--- src/rtl/fp_pkg.sv ---
// Shared single-precision constants and pipeline payload types for the FP add/sub unit.
package fp_pkg;

    localparam int EXP_W    = 8;
    localparam int MAN_W    = 23;
    localparam int EXP_BIAS = 127;

    localparam logic [31:0] FP_QNAN = 32'h7FC0_0000;
    localparam logic [31:0] FP_PINF = 32'h7F80_0000;

    localparam int FLAG_INV = 3;
    localparam int FLAG_OVF = 2;
    localparam int FLAG_UNF = 1;
    localparam int FLAG_NX  = 0;

    // Working significand: hidden bit, mantissa, then guard/round/sticky.
    localparam int SIG_W = MAN_W + 4;

    typedef struct packed {
        logic             valid;
        logic [4:0]       fd;
        logic             sign;
        logic [EXP_W-1:0] expo;
        logic             effSub;
        logic [SIG_W-1:0] sigBig;
        logic [SIG_W-1:0] sigSml;
        logic             negZero;
        logic             specValid;
        logic             specInvalid;
        logic [31:0]      specResult;
    } align_t;

    typedef struct packed {
        logic             valid;
        logic [4:0]       fd;
        logic             sign;
        logic [EXP_W-1:0] expo;
        logic [SIG_W:0]   total;
        logic [4:0]       lzc;
        logic             negZero;
        logic             specValid;
        logic             specInvalid;
        logic [31:0]      specResult;
    } sum_t;

endpackage

--- src/rtl/fp_lzc28.sv ---
// Combinational leading-zero counter for the 28-bit significand sum (28 when all zero).
module fp_lzc28 (
    input  logic [27:0] value_i,
    output logic [4:0]  count_o
);

    // Ascending scan so the most significant set bit is the last to write.
    always_comb begin
        count_o = 5'd28;
        for (int i = 0; i < 28; i++) begin
            if (value_i[i]) begin
                count_o = 5'(27 - i);
            end
        end
    end

endmodule

--- src/rtl/fp_add_s.sv ---
// Three-stage pipelined single-precision add.s/sub.s: align, add + LZC, normalize/round/pack.
module fp_add_s
    import fp_pkg::*;
(
    input  logic        clk,
    input  logic        rst_n,
    input  logic        stall,
    input  logic        flush,
    input  logic        in_valid,
    input  logic        in_sub,
    input  logic [31:0] in_a,
    input  logic [31:0] in_b,
    input  logic [4:0]  in_fd,
    output logic        out_valid,
    output logic [31:0] out_result,
    output logic [4:0]  out_fd,
    output logic [3:0]  out_flags,
    output logic        busy
);

    align_t align_d, align_q;
    sum_t   sum_d, sum_q;

    logic        outValid_q;
    logic [31:0] result_d, result_q;
    logic [4:0]  fd_q;
    logic [3:0]  flags_d, flags_q;

    // ---------------- Stage 1: unpack / align ----------------
    logic             signA, signB, zeroA, zeroB, infA, infB, nanA, nanB, swap;
    logic [EXP_W-1:0] expA, expB, bigExp, smlExp, shiftAmt;
    logic [MAN_W-1:0] manA, manB;
    logic [SIG_W-1:0] bigSig, smlSig, shifted, lostMask, smlAligned;
    logic             specValid, specInvalid;
    logic [31:0]      specResult;

    assign signA = in_a[31];
    assign signB = in_b[31] ^ in_sub;
    assign expA  = in_a[30:23];
    assign expB  = in_b[30:23];
    assign zeroA = (expA == '0);
    assign zeroB = (expB == '0);
    assign manA  = zeroA ? '0 : in_a[MAN_W-1:0];
    assign manB  = zeroB ? '0 : in_b[MAN_W-1:0];
    assign infA  = (expA == '1) && (in_a[MAN_W-1:0] == '0);
    assign infB  = (expB == '1) && (in_b[MAN_W-1:0] == '0);
    assign nanA  = (expA == '1) && (in_a[MAN_W-1:0] != '0);
    assign nanB  = (expB == '1) && (in_b[MAN_W-1:0] != '0);

    assign swap     = {expB, manB} > {expA, manA};
    assign bigExp   = swap ? expB : expA;
    assign smlExp   = swap ? expA : expB;
    assign bigSig   = swap ? {~zeroB, manB, 3'b000} : {~zeroA, manA, 3'b000};
    assign smlSig   = swap ? {~zeroA, manA, 3'b000} : {~zeroB, manB, 3'b000};
    assign shiftAmt = bigExp - smlExp;
    assign shifted  = smlSig >> shiftAmt;
    assign lostMask = (SIG_W'(1) << shiftAmt) - SIG_W'(1);

    always_comb begin
        if (shiftAmt >= 8'd26) begin
            smlAligned = {{(SIG_W-1){1'b0}}, |smlSig};
        end else begin
            smlAligned = {shifted[SIG_W-1:1], shifted[0] | (|(smlSig & lostMask))};
        end
    end

    always_comb begin
        specValid   = 1'b0;
        specInvalid = 1'b0;
        specResult  = '0;
        if (nanA || nanB || (infA && infB && (signA != signB))) begin
            specValid   = 1'b1;
            specInvalid = 1'b1;
            specResult  = FP_QNAN;
        end else if (infA) begin
            specValid  = 1'b1;
            specResult = FP_PINF | {signA, 31'b0};
        end else if (infB) begin
            specValid  = 1'b1;
            specResult = FP_PINF | {signB, 31'b0};
        end
    end

    always_comb begin
        align_d.valid       = in_valid;
        align_d.fd          = in_fd;
        align_d.sign        = swap ? signB : signA;
        align_d.expo        = bigExp;
        align_d.effSub      = signA ^ signB;
        align_d.sigBig      = bigSig;
        align_d.sigSml      = smlAligned;
        align_d.negZero     = zeroA & zeroB & signA & signB;
        align_d.specValid   = specValid;
        align_d.specInvalid = specInvalid;
        align_d.specResult  = specResult;
    end

    // ---------------- Stage 2: significand add + LZC ----------------
    logic [SIG_W:0] sumRaw;
    logic [4:0]     sumLzc;

    assign sumRaw = align_q.effSub ? ({1'b0, align_q.sigBig} - {1'b0, align_q.sigSml})
                                   : ({1'b0, align_q.sigBig} + {1'b0, align_q.sigSml});

    fp_lzc28 u_lzc (
        .value_i (sumRaw),
        .count_o (sumLzc)
    );

    always_comb begin
        sum_d.valid       = align_q.valid;
        sum_d.fd          = align_q.fd;
        sum_d.sign        = align_q.sign;
        sum_d.expo        = align_q.expo;
        sum_d.total       = sumRaw;
        sum_d.lzc         = sumLzc;
        sum_d.negZero     = align_q.negZero;
        sum_d.specValid   = align_q.specValid;
        sum_d.specInvalid = align_q.specInvalid;
        sum_d.specResult  = align_q.specResult;
    end

    // ---------------- Stage 3: normalize / round / pack ----------------
    // Shifting by the LZC puts the leading one at bit 27 (dropped); a carry-out
    // has LZC 0, so its bit 0 folds into sticky exactly like a right shift by 1.
    logic [SIG_W-1:0]  norm;
    logic              guardB, roundB, stickyB, roundUp, inexact;
    logic [MAN_W:0]    fracSum;
    logic signed [9:0] expN, expR;

    assign norm    = SIG_W'(sum_q.total << sum_q.lzc);
    assign guardB  = norm[3];
    assign roundB  = norm[2];
    assign stickyB = |norm[1:0];
    assign inexact = guardB | roundB | stickyB;
    assign roundUp = guardB & (roundB | stickyB | norm[4]);
    assign fracSum = {1'b0, norm[SIG_W-1:4]} + {{MAN_W{1'b0}}, roundUp};
    assign expN    = $signed({2'b00, sum_q.expo}) + 10'sd1 - $signed({5'b00000, sum_q.lzc});
    assign expR    = expN + $signed({9'b0, fracSum[MAN_W]});

    always_comb begin
        result_d          = {sum_q.sign, expR[EXP_W-1:0], fracSum[MAN_W-1:0]};
        flags_d           = '0;
        flags_d[FLAG_NX]  = inexact;
        if (sum_q.specValid) begin
            result_d          = sum_q.specResult;
            flags_d           = '0;
            flags_d[FLAG_INV] = sum_q.specInvalid;
        end else if (sum_q.total == '0) begin
            result_d = {sum_q.negZero, 31'b0};
            flags_d  = '0;
        end else if (expR >= 10'sd255) begin
            result_d          = FP_PINF | {sum_q.sign, 31'b0};
            flags_d[FLAG_OVF] = 1'b1;
            flags_d[FLAG_NX]  = 1'b1;
        end else if (expR <= 10'sd0) begin
            result_d          = {sum_q.sign, 31'b0};
            flags_d[FLAG_UNF] = 1'b1;
            flags_d[FLAG_NX]  = 1'b1;
        end
    end

    // Flush is applied after the stall hold so it always clears the valid bits.
    always_ff @(posedge clk or negedge rst_n) begin
        if (!rst_n) begin
            align_q    <= '0;
            sum_q      <= '0;
            outValid_q <= 1'b0;
            result_q   <= '0;
            fd_q       <= '0;
            flags_q    <= '0;
        end else begin
            if (!stall) begin
                align_q    <= align_d;
                sum_q      <= sum_d;
                outValid_q <= sum_q.valid;
                result_q   <= result_d;
                fd_q       <= sum_q.fd;
                flags_q    <= flags_d;
            end
            if (flush) begin
                align_q.valid <= 1'b0;
                sum_q.valid   <= 1'b0;
                outValid_q    <= 1'b0;
            end
        end
    end

    assign out_valid  = outValid_q;
    assign out_result = result_q;
    assign out_fd     = fd_q;
    assign out_flags  = flags_q;
    assign busy       = align_q.valid | sum_q.valid | outValid_q;

endmodule

--- config.mk ---
export PLATFORM = sky130hd
export DESIGN_NAME = fp_add_s
export DESIGN_NICKNAME = d
export VERILOG_FILES = /design/src/rtl/fp_pkg.sv /design/src/rtl/fp_lzc28.sv /design/src/rtl/fp_add_s.sv
export SDC_FILE = /design/constraint.sdc
export NUM_CORES = 1
export LEC_CHECK = 0
export BUFFER_PORTS_ARGS = -buffer_cell sky130_fd_sc_hd__buf_2
export CORE_MARGIN = 1.5
export CORE_UTILIZATION = 60
export DETAILED_ROUTE_END_ITERATION = 6
export GPL_TIMING_DRIVEN = 0
export PLACE_DENSITY = 0.8
export SLEW_MARGIN = 15
export SYNTH_ARGS = -nofsm -noshare
export SYNTH_HDL_FRONTEND = slang
export SYNTH_HIERARCHICAL = 1
export SYNTH_SLANG_ARGS = --single-unit
--- constraint.sdc ---
create_clock -name clk -period 17.2 [get_ports clk]
set_input_delay 3.44 -clock clk [delete_from_list [all_inputs] [get_ports clk]]
set_output_delay 3.44 -clock clk [all_outputs]
set_load 0.005 [all_outputs]
# Yosys cells after proc, flatten, opt, wreduce, memory -nomap -nowiden
# Cells that the tools add are included.
[word_totals]
in_bits = 75
output_inout_bits = 43
ff_bits = 230
word_cells = 138
[classes]
muxes = 60
order_cmp = 4
bitwise = 16
shifts = 3
eq_ne = 4
add_sub_neg = 8
n_reduce_logical = 18
[ops]
columns = ["operator", "n"]
rows = [
  ["32-bit 2-to-1 mux", 5],
  ["105-bit 2-to-1 mux", 1],
  ["83-bit 2-to-1 mux", 1],
  ["27-bit 2-to-1 mux", 3],
  ["5-bit 2-to-1 mux", 16],
  ["31-bit 2-to-1 mux", 2],
  ["27-bit OR reduction", 2],
  ["23-bit logical NOT", 2],
  ["23-bit 2-to-1 mux", 2],
  ["23-bit nonzero test", 2],
  ["4-bit 2-to-1 mux", 9],
  ["31-bit greater-than comparator", 1],
  ["27-bit by 27-bit adder with 28-bit output", 1],
  ["28-bit logical NOT", 1],
  ["28-bit 2-to-1 mux", 1],
  ["28-bit by 5-bit << shifter with 27-bit output", 1],
  ["27-bit by 27-bit subtractor with 28-bit output", 1],
  ["27-bit AND", 1],
  ["1-bit by 8-bit << shifter with 27-bit output (first input constant)", 1],
  ["27-bit by 8-bit right shift with 27-bit output", 1],
  ["27-bit by 2-bit subtractor with 27-bit output (second input constant)", 1],
  ["23-bit by 1-bit adder with 24-bit output", 1],
  ["8-bit == test (second input constant)", 2],
  ["8-bit logical NOT", 2],
  ["20 further kinds", 53],
]

# Logic depth before layout (Yosys ltp)
[depth]
word_depth = 32
mapped_depth = 29
ltp_nobuf = 25

# Cells and area by module
# Netlist, hierarchy kept.
[modules_own_cells]
columns = ["module", "area_each_um2", "cells_each", "n_inst", "seq_area_each_um2"]
rows = [
  ["fp_add_s", 14183.6, 1674, 1, 4129.0],
  ["fp_lzc28", 336.6, 60, 1, 0.0],
]

# Worst setup path after synthesis
# Ideal clock, no wire load.
[synth_path]
path_kind = "input port to flip-flop"
from = "in in_a[23]"
to = "reg align_q[35] (netlist bit)"
stages = 27
n_path_buf = 5
t_required_ns = 17.071
arrival_ns = 8.373
setup_time_ns = 0.129
path_slack_ns = 8.697
cell_sequence = "nor4_1 > nand2_1 > clkbuf_1 > and2_1 > inv_1 > ha_1 > nand4_1 > nor3_1 > a221oi_1 > o211a_1 > a21o_1 > buf_6 > buf_4 > buf_4 > buf_2 > mux2i_1 > ha_1 > nand2_1 > nand2_1 > a21oi_1 > mux2_4 > xnor2_2 > nand2_2 > a2111oi_0 > o211ai_1 > o32ai_2 > a21oi_1"
[synth_via]
elab_chain_cells = 11
elab_cells_between_ends = 17
cone_classes = "add/sub (2); order compare (2); shift (2); mux (5); bitwise (3); reduce/logical (3)"
[synth_rtl]
columns = ["element", "line_no", "source"]
rows = [
  ["from (decl)", "fp_add_s.sv:11", "input logic [31:0] in_a,"],
  ["8-bit logical NOT", "fp_add_s.sv:41", "assign zeroA = (expA == '0);"],
  ["23-bit 2-to-1 mux", "fp_add_s.sv:43", "assign manA = zeroA ? '0 : in_a[MAN_W-1:0];"],
  ["31-bit greater-than comparator", "fp_add_s.sv:50", "assign swap = {expB, manB} > {expA, manA};"],
  ["8-bit 2-to-1 mux, on equally long branches", "fp_add_s.sv:51, fp_add_s.sv:52", ""],
  ["8-bit subtractor", "fp_add_s.sv:55", "assign shiftAmt = bigExp - smlExp;"],
  ["1-bit by 8-bit << shifter with 27-bit output", "fp_add_s.sv:57", "assign lostMask = (SIG_W'(1) << shiftAmt) - SIG_W'(1);"],
  ["27-bit by 2-bit subtractor with 27-bit output", "fp_add_s.sv:57", ""],
  ["27-bit AND", "fp_add_s.sv:63", "smlAligned = {shifted[SIG_W-1:1], shifted[0] | (|(smlSig & lostMask))};"],
  ["27-bit OR reduction", "fp_add_s.sv:63", ""],
  ["1-bit OR", "fp_add_s.sv:63", ""],
  ["27-bit 2-to-1 mux *", "fp_add_s.sv:60", "if (shiftAmt >= 8'd26) begin"],
  ["to (signal assigned)", "fp_add_s.sv:174", "align_q <= align_d;"],
  ["to (decl)", "fp_add_s.sv:21", "align_t align_d, align_q;"],
]
# Every way passes the cells marked *; elsewhere a longest branch is shown, timed or not.
# A chain may end at the register's enable or synchronous reset.

# Worst setup path after layout
[layout_path]
from = "in in_a[24]"
to = "reg align_q[35] (netlist bit)"
# The elaborated chain is that of the path after synthesis.

==> flow_summary.json <==
{
  "syn-cell-area_um2": 14500,
  "cap_violations": 0,
  "cts.sinks": 165,
  "clk_path_buf_depth": 2,
  "holdBufCountCts": 0,
  "drive_above_1_share_pct": 16.4,
  "num_antenna_cells": 0,
  "clockRootBuffer": "clkbuf_16",
  "layout_common_cells": "nand2_1 (235), dfrtp_1 (165), nor2_1 (157), a21oi_1 (132), buf_2 (124)",
  "routed_wl_um": 46800,
  "cts_tree": "yes",
  "min_to": "out_result[30]$_DFFE_PN0N_",
  "initialDrtViolationCount": 1339,
  "core_um2": 23600,
  "path_common_cell": "nand2_1",
  "clock_skew_ns": 0.0241,
  "hpwl_um": 37200,
  "slowest_delay_ns": 0.61,
  "leakage_nw": 7.31,
  "power.density_nw_per_um2": 140,
  "grt_overflow_total": 0,
  "finalSetupViolCount": 0,
  "min_from": "out_result[30]$_DFFE_PN0N_",
  "fin_crit_ns": 10.29,
  "finish.utilization_pct": 68.2,
  "ys.flop_type": "dfrtp_1",
  "cp_slowest_cell": "a2111oi_0",
  "synthArstFlopShare_pct": 100,
  "wire_per_inst_um": 21.3,
  "cp_max_fo": 10,
  "ys_types": 98,
  "synth_area_per_cell_um2": 8.37,
  "cts_buffers": 17,
  "end_kind": "register",
  "vias": 14245,
  "r2r_slack_ns": 10.30,
  "crit_path_start_kind": "input port",
  "holdCritPathClass": "register to register",
  "reg2reg_depth": 26,
  "rsz0062_at_grt": "false",
  "synth-simple-area-share_pct": 19.9,
  "crit_buf_inv": 6,
  "vdd_drop_max_v": 0.0000717,
  "relSlewSlack_pct": 40.3,
  "clkLatencyLatePin_ns": 0.45,
  "cts_resized": 0,
  "ys_ff_latch": 165,
  "yosysSeqAreaShare_pct": 28.4,
  "die_y_um": 159,
  "final_common_cell": "nand2_1",
  "first_global_vias": 13695,
  "grt_pass1_wl_um": 72800,
  "synth.net_count": 1881,
  "worst_pin_slew_ns": 0.873,
  "synthAdderAreaFrac_pct": 6.31,
  "drv_slew": 0,
  "path_clk_slew_ns": 0.09,
  "finalHoldViolCount": 0,
  "top_level_ports": 118,
  "arrival_ns": 10.59,
  "place_ws_ns": 6.76,
  "row_count": 56,
  "dpl_cell_area_um2": 15500,
  "die_x_um": 159,
  "fp.dieArea_um2": 25100,
  "design_area_um2": 16100,
  "ant_nets": 0,
  "first_pass_iters": 6,
  "synth_top_family_by_area": "compound AO/OA/AOI/OAI gates",
  "status": "complete, no violations",
  "synth_mux_area_share_pct": 14.8,
  "required_ns": 17.50,
  "r2r-end": "out_result[16]$_DFFE_PN0N_",
  "post-cts-setup-buffers": 0,
  "vias_per_cell": 6.47,
  "synth_xor_area_share_pct": 5.26,
  "synthCells": 1734,
  "min_period_over_period_pct": 59.8,
  "synth-compound-area-share_pct": 20.0,
  "path_class": "input port to register",
  "cp_top_family": "simple AND/OR/NAND/NOR gates",
  "worst_slack_ns": 6.91,
  "fmax_mhz": 97.2,
  "track_usage_pct": 37.9,
  "finalSetupTns_ns": 0,
  "final_nets": 2017,
  "h-tree-depth": 4,
  "grt_max_degree": 108,
  "start_util_pct": 61.5,
  "yosys_warnings": 6,
  "total_power_mw": 2.25,
  "place.gp.congestion": 0.979,
  "drc": 0,
  "synth_edf_count": 0,
  "r2r-start": "sum_q[36]$_DFFE_PN0N_",
  "antenna_found_initial": 0,
  "hold_path_depth": 2,
  "port_buffers": 116,
  "syn_to_final_growth_pct": 10.9
}
routing by layer:
layer	vias to the layer above	track usage (%)	wire length [um]
met3	119	5.33	3260
li1	6577	-	-
met4	0	15.5	1810
met5	-	0	0
met1	6923	49.4	19700
met2	626	63.3	22000
cell usage after synthesis (all sizes together), types with 8 or more instances:
cell	number	area [um2]
o211ai	8	60.1
mux2i	68	684
and2	23	144
xor2	23	201
o31ai	13	108
xnor2	60	563
o21bai	9	67.6
and3	18	123
o21ai	102	510
buf	30	203
nor2b	15	93.8
dfrtp	165	4130
or3	8	50.1
nand4	19	125
ha	70	876
a22o	33	289
mux4	26	589
nor4	30	224
a211oi	19	143
a21oi	133	677
inv	87	327
nor3	43	220
nand2	237	895
mux2	76	878
o22ai	13	81.3
a21o	17	128
nand3	35	175
clkbuf	63	236
or2	10	65.1
nor2	158	596
a31oi	20	125
through the flow:
stage          hold slack (ns)  cells
2_1_floorplan            0.448   1734
3_3_place_gp             0.460   2169
3_5_place_dp             0.463   2170
4_1_cts                  0.480   2201
5_1_grt                  0.500   2201
6_report                 0.484   2201
where the power goes:
part | switching (mW) | total, mW | leakage [nW] | internal (mW)
registers | 0.0889 | 0.569 | 2.09 | 0.480
logic | 0.772 | 1.30 | 4.95 | 0.531
clock network | 0.184 | 0.377 | 0.275 | 0.193
cell families (layout without fill, tap and decap cells):
kind of cell,Yosys count,after routing
AND/OR/NAND/NOR,618,618
AO/OA/AOI/OAI,446,446
buffers and inverters,180,328
multiplexers,170,170
flip-flops,165,165
XOR/XNOR,83,83
adder cells (fa/ha/maj),72,72
worst max path at each step:
stage          startpoint                 endpoint  slack [ns]  depth (start not counted)
2_1_floorplan    in_a[23]  align_q[35]$_DFFE_PN0N_        8.70                         27
3_3_place_gp     in_a[24]  align_q[35]$_DFFE_PN0N_        6.83                         27
3_5_place_dp     in_a[24]  align_q[35]$_DFFE_PN0N_        6.76                         27
4_1_cts          in_a[24]  align_q[35]$_DFFE_PN0N_        7.21                         27
5_1_grt          in_b[23]  align_q[35]$_DFFE_PN0N_        6.77                         28
6_report         in_a[24]  align_q[35]$_DFFE_PN0N_        6.91                         27
registers in the layout, summed over array words and instances, names as in the netlist:
register	count
align_q	71
out_fd	5
out_flags	4
out_result	32
out_valid	1
sum_q	52
layout make-up:
class	instances	area (um2)
buffer	93	439
clock buffer	18	429
clock inverter	13	133
fill	2022	7510
inverter	87	327
multi-input combinational	1389	9630
sequential	165	4130
tap	319	399
timing repair buffer	117	618
worst reg2reg max path, cell delays in order, from the launching register on:
cell and delay (ns):
dfrtp_1 0.49, buf_4 0.24, buf_2 0.21, nor2_1 0.16, nand2_1 0.13, o22ai_1 0.47
nand4_1 0.26, nor3_1 0.39, and4_1 0.29, nand2_1 0.12, or2_4 0.31, or4b_1 0.57
fa_1 0.38, inv_1 0.07, ha_1 0.17, fa_1 0.21, a21oi_1 0.07, nor2_1 0.09
nor2_1 0.07, o21bai_1 0.15, a21oi_1 0.13, and2_1 0.23, a41oi_1 0.45, nand2_1 0.16
nor2_1 0.35, clkbuf_1 0.43, a22o_1 0.22
(Power assumes the default switching activity.)
